### src/rtl/picorv_irq_ctrl.sv
// External interrupt controller: captures peripheral sources, tracks each source through
// IDLE -> PENDING -> IN_SERVICE and drives the core's 32-bit irq/eoi handshake.
module picorv_irq_ctrl #(
    parameter int NUM_SRC  = 8,
    parameter int IRQ_BASE = 3
) (
    input  logic                 clk,
    input  logic                 reset,
    input  logic [NUM_SRC-1:0]   src_i,
    output logic [31:0]          irq_o,
    input  logic [31:0]          eoi_i,
    input  logic                 cfg_we,
    input  logic                 cfg_re,
    input  logic [2:0]           cfg_addr,
    input  logic [31:0]          cfg_wdata,
    output logic [31:0]          cfg_rdata,
    output logic [2*NUM_SRC-1:0] dbg_state_o
);

    // Handshake: irq_o[IRQ_BASE+i] is held while source i is PENDING and enabled; the core
    // acks with a rising eoi bit (PENDING -> IN_SERVICE) and ends service with its fall.
    typedef enum logic [1:0] {
        ST_IDLE       = 2'd0,
        ST_PENDING    = 2'd1,
        ST_IN_SERVICE = 2'd2
    } state_t;

    localparam logic [2:0] ADDR_ENABLE    = 3'd0;
    localparam logic [2:0] ADDR_EDGE      = 3'd1;
    localparam logic [2:0] ADDR_PENDING   = 3'd2;
    localparam logic [2:0] ADDR_INSERVICE = 3'd3;
    localparam logic [2:0] ADDR_OVERFLOW  = 3'd4;

    state_t state_q [NUM_SRC];
    state_t state_d [NUM_SRC];

    logic [NUM_SRC-1:0] enable_q, enable_d;
    logic [NUM_SRC-1:0] edge_q, edge_d;
    logic [NUM_SRC-1:0] overflow_q, overflow_d;
    logic [NUM_SRC-1:0] repend_q, repend_d;
    logic [NUM_SRC-1:0] src_q, eoi_q;
    logic [31:0]        irq_q, irq_d;
    logic [31:0]        rdata_q, rdata_d;

    logic [NUM_SRC-1:0] wdata_src, eoi_src, src_event, eoi_rise, eoi_fall;
    logic [NUM_SRC-1:0] w1c_pend, w1c_ovf, ovf_set, pend_vec, insvc_vec;

    logic unused_bits;
    assign unused_bits = ^{cfg_wdata, eoi_i};

    always_comb begin
        wdata_src = cfg_wdata[NUM_SRC-1:0];
        eoi_src   = eoi_i[IRQ_BASE +: NUM_SRC];
        src_event = (edge_q & src_i & ~src_q) | (~edge_q & src_i);
        eoi_rise  = eoi_src & ~eoi_q;
        eoi_fall  = ~eoi_src & eoi_q;
        w1c_pend  = (cfg_we && cfg_addr == ADDR_PENDING)  ? wdata_src : '0;
        w1c_ovf   = (cfg_we && cfg_addr == ADDR_OVERFLOW) ? wdata_src : '0;
    end

    always_comb begin
        repend_d = repend_q;
        ovf_set  = '0;
        for (int i = 0; i < NUM_SRC; i++) begin
            state_d[i] = state_q[i];
            case (state_q[i])
                ST_IDLE: begin
                    if (src_event[i] || repend_q[i]) begin
                        state_d[i]  = ST_PENDING;
                        repend_d[i] = 1'b0;
                    end
                end
                ST_PENDING: begin
                    // A fresh event beats a software clear in the same cycle.
                    if (eoi_rise[i])
                        state_d[i] = ST_IN_SERVICE;
                    else if (w1c_pend[i] && !src_event[i])
                        state_d[i] = ST_IDLE;
                end
                ST_IN_SERVICE: begin
                    if (eoi_fall[i])
                        state_d[i] = ST_IDLE;
                    if (edge_q[i] && src_event[i]) begin
                        if (repend_q[i])
                            ovf_set[i] = 1'b1;
                        else
                            repend_d[i] = 1'b1;
                    end
                end
                default: state_d[i] = ST_IDLE;
            endcase
        end
    end

    always_comb begin
        pend_vec  = '0;
        insvc_vec = '0;
        irq_d     = '0;
        for (int i = 0; i < NUM_SRC; i++) begin
            pend_vec[i]  = (state_q[i] == ST_PENDING);
            insvc_vec[i] = (state_q[i] == ST_IN_SERVICE);
            // Drops on the same edge that acks or clears the request.
            irq_d[IRQ_BASE + i] = (state_q[i] == ST_PENDING) && (state_d[i] == ST_PENDING)
                                  && enable_q[i];
        end

        enable_d   = (cfg_we && cfg_addr == ADDR_ENABLE) ? wdata_src : enable_q;
        edge_d     = (cfg_we && cfg_addr == ADDR_EDGE)   ? wdata_src : edge_q;
        overflow_d = (overflow_q & ~w1c_ovf) | ovf_set;

        rdata_d = '0;
        if (cfg_re) begin
            case (cfg_addr)
                ADDR_ENABLE:    rdata_d[NUM_SRC-1:0] = enable_q;
                ADDR_EDGE:      rdata_d[NUM_SRC-1:0] = edge_q;
                ADDR_PENDING:   rdata_d[NUM_SRC-1:0] = pend_vec;
                ADDR_INSERVICE: rdata_d[NUM_SRC-1:0] = insvc_vec;
                ADDR_OVERFLOW:  rdata_d[NUM_SRC-1:0] = overflow_q;
                default:        rdata_d = '0;
            endcase
        end
    end

    always_ff @(posedge clk) begin
        if (reset) begin
            for (int i = 0; i < NUM_SRC; i++) state_q[i] <= ST_IDLE;
            enable_q   <= '0;
            edge_q     <= '0;
            overflow_q <= '0;
            repend_q   <= '0;
            src_q      <= '0;
            eoi_q      <= '0;
            irq_q      <= '0;
            rdata_q    <= '0;
        end else begin
            for (int i = 0; i < NUM_SRC; i++) state_q[i] <= state_d[i];
            enable_q   <= enable_d;
            edge_q     <= edge_d;
            overflow_q <= overflow_d;
            repend_q   <= repend_d;
            src_q      <= src_i;
            eoi_q      <= eoi_src;
            irq_q      <= irq_d;
            rdata_q    <= rdata_d;
        end
    end

    always_comb begin
        dbg_state_o = '0;
        for (int i = 0; i < NUM_SRC; i++) dbg_state_o[2*i +: 2] = state_q[i];
    end

    assign irq_o     = irq_q;
    assign cfg_rdata = rdata_q;

endmodule

### config.mk
export PLATFORM = sky130hd
export DESIGN_NAME = picorv_irq_ctrl
export DESIGN_NICKNAME = d
export VERILOG_FILES = /design/src/rtl/picorv_irq_ctrl.sv
export SDC_FILE = /design/constraint.sdc
export NUM_CORES = 1
export LEC_CHECK = 0
export BUFFER_PORTS_ARGS = -buffer_cell sky130_fd_sc_hd__buf_2
export CELL_PAD_IN_SITES_DETAIL_PLACEMENT = 1
export CELL_PAD_IN_SITES_GLOBAL_PLACEMENT = 2
export CORE_UTILIZATION = 27
export DETAILED_ROUTE_END_ITERATION = 6
export HOLD_SLACK_MARGIN = 0.06
export MAX_ROUTING_LAYER = met4
export PLACE_DENSITY_LB_ADDON = 0.15
export SLEW_MARGIN = 0
export SYNTH_ARGS = -nofsm -noshare
export SYNTH_HDL_FRONTEND = slang
export SYNTH_SLANG_ARGS = --single-unit
### constraint.sdc
create_clock -name clk -period 1.75 [get_ports clk]
set_input_delay 0.4375 -clock clk [delete_from_list [all_inputs] [get_ports clk]]
set_output_delay 0.4375 -clock clk [all_outputs]
set_load 0.02 [all_outputs]
Word level (Yosys, flattened, before mapping)

Memories as Yosys holds them, arrays and structs flattened.
Cells that the tools add are included.

Logic and storage cells: 264
Memory bits (writable): 16
Input port bits: 79
Memories: 1
Bits in registers: 112
Memory bits (read-only): 0
Latch bits: 0
Output and inout bits: 80

Reduce and logical (&&, ||, !) cells: 78
Multiplexer cells: 102
Divide/modulo/power cells: 0
Bitwise logic cells: 22
$lt $le $gt $ge: 0
$mul: 0
Eq/ne operators: 44
Add/subtract/negate cells: 0
Shifts and indexed selects: 0

Memory list:

| name    | words | width | rd ports | clocked after Yosys merged registers in | wr ports | RTL line | text |
|---|---|---|---|---|---|---|---|
| state_q | 8     | 2     | 8        | 0                                       | 8        | 34       | `state_t state_q [NUM_SRC];` |

Operators by type and width:

| cell                 | number |
|---|---|
| $mux W2              | 40 |
| $and A8 B8 Y8        | 6 |
| $pmux W2 S3          | 8 |
| $mux W1              | 43 |
| $not A8 Y8           | 5 |
| $pmux W8 S5          | 1 |
| $logic_and A1 B1 Y1  | 36 |
| $eq A2 B1 Y1 const B | 16 |
| $reduce_and A3 Y1    | 8 |
| $eq A2 B2 Y1 const B | 8 |
| $logic_not A2 Y1     | 8 |
| $mux W8              | 2 |
| $ne A2 B1 Y1 const B | 8 |
| $ne A2 B2 Y1 const B | 8 |
| $or A8 B8 Y8         | 2 |
| $pmux W1 S2          | 8 |
| $reduce_bool A2 Y1   | 8 |
| $logic_not A1 Y1     | 8 |
| $logic_or A1 B1 Y1   | 8 |
| $or A1 B1 Y1         | 8 |
| $eq A3 B2 Y1 const B | 2 |
| $eq A3 B1 Y1 const B | 1 |
| $eq A3 B3 Y1 const B | 1 |
| $logic_not A3 Y1     | 1 |
| other kinds (2)      | 2 |

Depth between registers and ports, before layout

Word-level depth: 11
Depth in mapped cells: 6

Worst setup path after synthesis

OpenSTA, ideal clock, no wires.

Kind: input port to flip-flop
Start: input port cfg_addr[0]
End: register enable_q[7]
Path slack: 0.286 ns
Library setup time: 0.132 ns
Data arrival time: 1.332 ns
Stages on the path: 5
Buffers on the path: 2
Cells stage by stage: buf_4 > or4b_4 > buf_6 > nand2_1 > a21oi_1

Cells in the longest elaborated chain, start to end: 2

Ends and longest elaborated chain:

| item                 | RTL line | text |
|---|---|---|
| start, declared      | 14       | `input logic [2:0] cfg_addr,` |
| $logic_not A3 Y1     | 107      | `enable_d = (cfg_we && cfg_addr == ADDR_ENABLE) ? wdata_src : enable_q;` |
| $logic_and A1 B1 Y1  | 107      |  |
| end signal, assigned | 137      | `enable_q <= enable_d;` |
| end, declared        | 37       | `logic [NUM_SRC-1:0] enable_q, enable_d;` |

Every way passes these cells.
A chain may end at the register's enable or synchronous reset.

==> impl_metrics.json <==
{
  "cts_hold_buffers": 0,
  "fmax_ghz": 0.699,
  "yosys.area.top_type": "dfxtp_1",
  "wl_met1_mm": 4.96,
  "max_stage_delay_ns": 0.44,
  "yosys.cell_types.count": 38,
  "path_cells": "buf_2",
  "routedWlPerCell_microns": 15.0,
  "io_buffer_count": 62,
  "routed_wl_mm": 10.5,
  "synth.most_common_cell": "dfxtp_1",
  "area_growth_pct": 20.1,
  "status": "complete, no violations",
  "worstPathRequired_ns": 1.31,
  "cp-start-kind": "register",
  "first_iter_violations": 119,
  "hold_end": "eoi_q[4]",
  "cts_root_buf": "clkbuf_16",
  "synth_area_sq_um": 3840,
  "reg2regPathDepth": 2,
  "synth_seq_area_share_pct": 41.7,
  "layoutNonFillerInstCount": 696,
  "clk_latency_ns": 0.34,
  "worstMarginPinSlew_ns": 0.536,
  "crit_cells": 1,
  "ir_worst_vdd_uv": 416,
  "r2r_end": "irq_o[7]",
  "synth_edf_count": 0,
  "io-pin-count": 159,
  "fin_crit_ns": 1.43,
  "grt_overflow": 0,
  "firstDrtPassIters": 4,
  "p_total_mw": 4.44,
  "clk_pin_slew_ns": 0.06,
  "core_sq_um": 13900,
  "postLayoutCoreUtil_pct": 33.3,
  "top_layer": "met4",
  "grt_pass1_vias": 3176,
  "cts.sinks": 80,
  "h-tree-depth": 3,
  "grt_max_degree": 23,
  "ys_seq_elements": 80,
  "yosysWarnings": 0,
  "clock_path_buffers": 2,
  "vias": 3199,
  "holdCritStartpoint": "eoi_i[7]",
  "ys_async_sr_fraction_pct": 0,
  "crit_buf_inv": 1,
  "pre_cts_ws_ns": 0.0507,
  "viasPerCell": 4.60,
  "cts_resized": 0,
  "antenna_found_initial": 1,
  "fp.dieW_microns": 121,
  "multi_input_area_sq_um": 1910,
  "path_delay_family": "flip-flops",
  "regArea_sq_um": 1600,
  "maxCapViolCount": 0,
  "final.fill_count": 1659,
  "min_period_over_period_pct": 81.7,
  "grtUsageTotal_pct": 15.3,
  "cellLeakagePower_nw": 1.95,
  "rsz0062_at_grt": "false",
  "die_h_microns": 121,
  "crit_arrival_ns": 0.99,
  "end_kind": "output port",
  "grt_first_pass_wirelength_mm": 16.6,
  "report.final.slew_viol_count": 0,
  "placementRows": 43,
  "setup_ws_ns": 0.320,
  "setup_viol": 0,
  "crit_fanout": 7,
  "dpl_cell_area_sq_um": 4300,
  "hold_ws_ns": 0.335,
  "design_area_sq_um": 4620,
  "nNetsFinal": 589,
  "power_density_nw_per_um2": 961,
  "cts_buffers": 9,
  "hp-class": "primary input to register",
  "met2_length_mm": 4.85,
  "finalHoldViolCount": 0,
  "wl_met3_microns": 426,
  "drc": 0,
  "start_util_pct": 27.7,
  "ant_nets": 0,
  "synthCells": 430,
  "synth.area.top_cells": "dfxtp_1 42%, buf_4 9.8%, nor2b_1 7.2%",
  "synth_ff_type": "dfxtp_1",
  "slew_headroom_pct": 64.2,
  "worstReg2RegStart": "state_q[1][0]",
  "place_hpwl_mm": 7.61,
  "drive_gt1_share_pct": 22.1,
  "cts_tree": "done",
  "yosysTopAreaCellShare_pct": 41.7,
  "tns_ns": 0,
  "gp_congestion": 0.697,
  "critPathSlowestCell": "dfxtp_1",
  "dpl.cell_count": 679,
  "reg2reg_slack_ns": 0.49,
  "cts_setup_buffers": 0,
  "final.setup_skew_ns": 0.00367,
  "critPathKind": "register to output port",
  "dieArea_sq_um": 14700,
  "ys_top_cells_by_count": "80 x dfxtp_1, 50 x buf_4, 44 x nor2b_1",
  "whs_path_depth": 2,
  "syn_avg_cell_area_sq_um": 8.94
}
## where the power goes
group	switching, mW	internal [mW]
combinational	0.332	0.181
clock	0.718	1.26
sequential	0.0656	1.88
## flip-flops by register name, indices dropped and copies added (netlist names)
signal      cells
edge_q          8
cfg_rdata       8
irq_o           8
eoi_q           8
state_q        16
repend_q        8
enable_q        8
src_q           8
overflow_q      8
## kinds of logic (layout without fill, tap and decap cells)
kind of cell	count (synthesis)	in the layout	share of synthesized area (%)
AND/OR/NAND/NOR	161	161	26.9
AO/OA/AOI/OAI	98	98	15.6
buffers and inverters	82	120	13.7
flip-flops	80	80	41.7
multiplexers	8	8	2.08
other	1	49	0.0975
## per-layer routing
metal  GRT usage (%)  up-vias
met3            4.37       16
met1            18.9     1526
met5               -        -
met2            24.0       79
met4            4.94        0
li1                -     1578
## worst max path at each step
stage / start / endpoint / slack [ns]
final: state_q[1][0] / dbg_state_o[8] / 0.32
after global routing: state_q[0][6] / dbg_state_o[6] / 0.26
after CTS: state_q[1][0] / dbg_state_o[8] / 0.30
after detailed placement: reset / irq_o[7] / 0.05
after global placement: reset / irq_o[7] / 0.08
after floorplan: cfg_addr[0] / enable_q[7] / 0.29
## cells in the final DEF, fill, tap and decap left out, drive strengths merged, types with 2 or more instances in the layout
cell type	n
and3b	8
conb	48
nand3	16
o21ai	33
a32oi	7
and2b	4
dfxtp	80
a21bo	7
nand3b	10
mux2i	8
or4b	8
and3	8
nor3b	8
nand2	16
clkbuf	14
nor3	7
nand4	8
nor2	10
a21oi	32
o2bb2ai	8
nor2b	44
buf	87
nor4bb	2
inv	17
a31oi	9
nand2b	8
## cell type report
class | count | area share, %
Sequential cell | 80 | 34.7
Clock inverter | 2 | 0.758
Multi-Input combinational cell | 315 | 41.3
Tap cell | 180 | 4.88
Timing Repair Buffer | 87 | 10.8
Clock buffer | 14 | 6.15
Inverter | 17 | 1.38
Antenna cell | 1 | 0.0542
(Power assumes the default switching activity.)
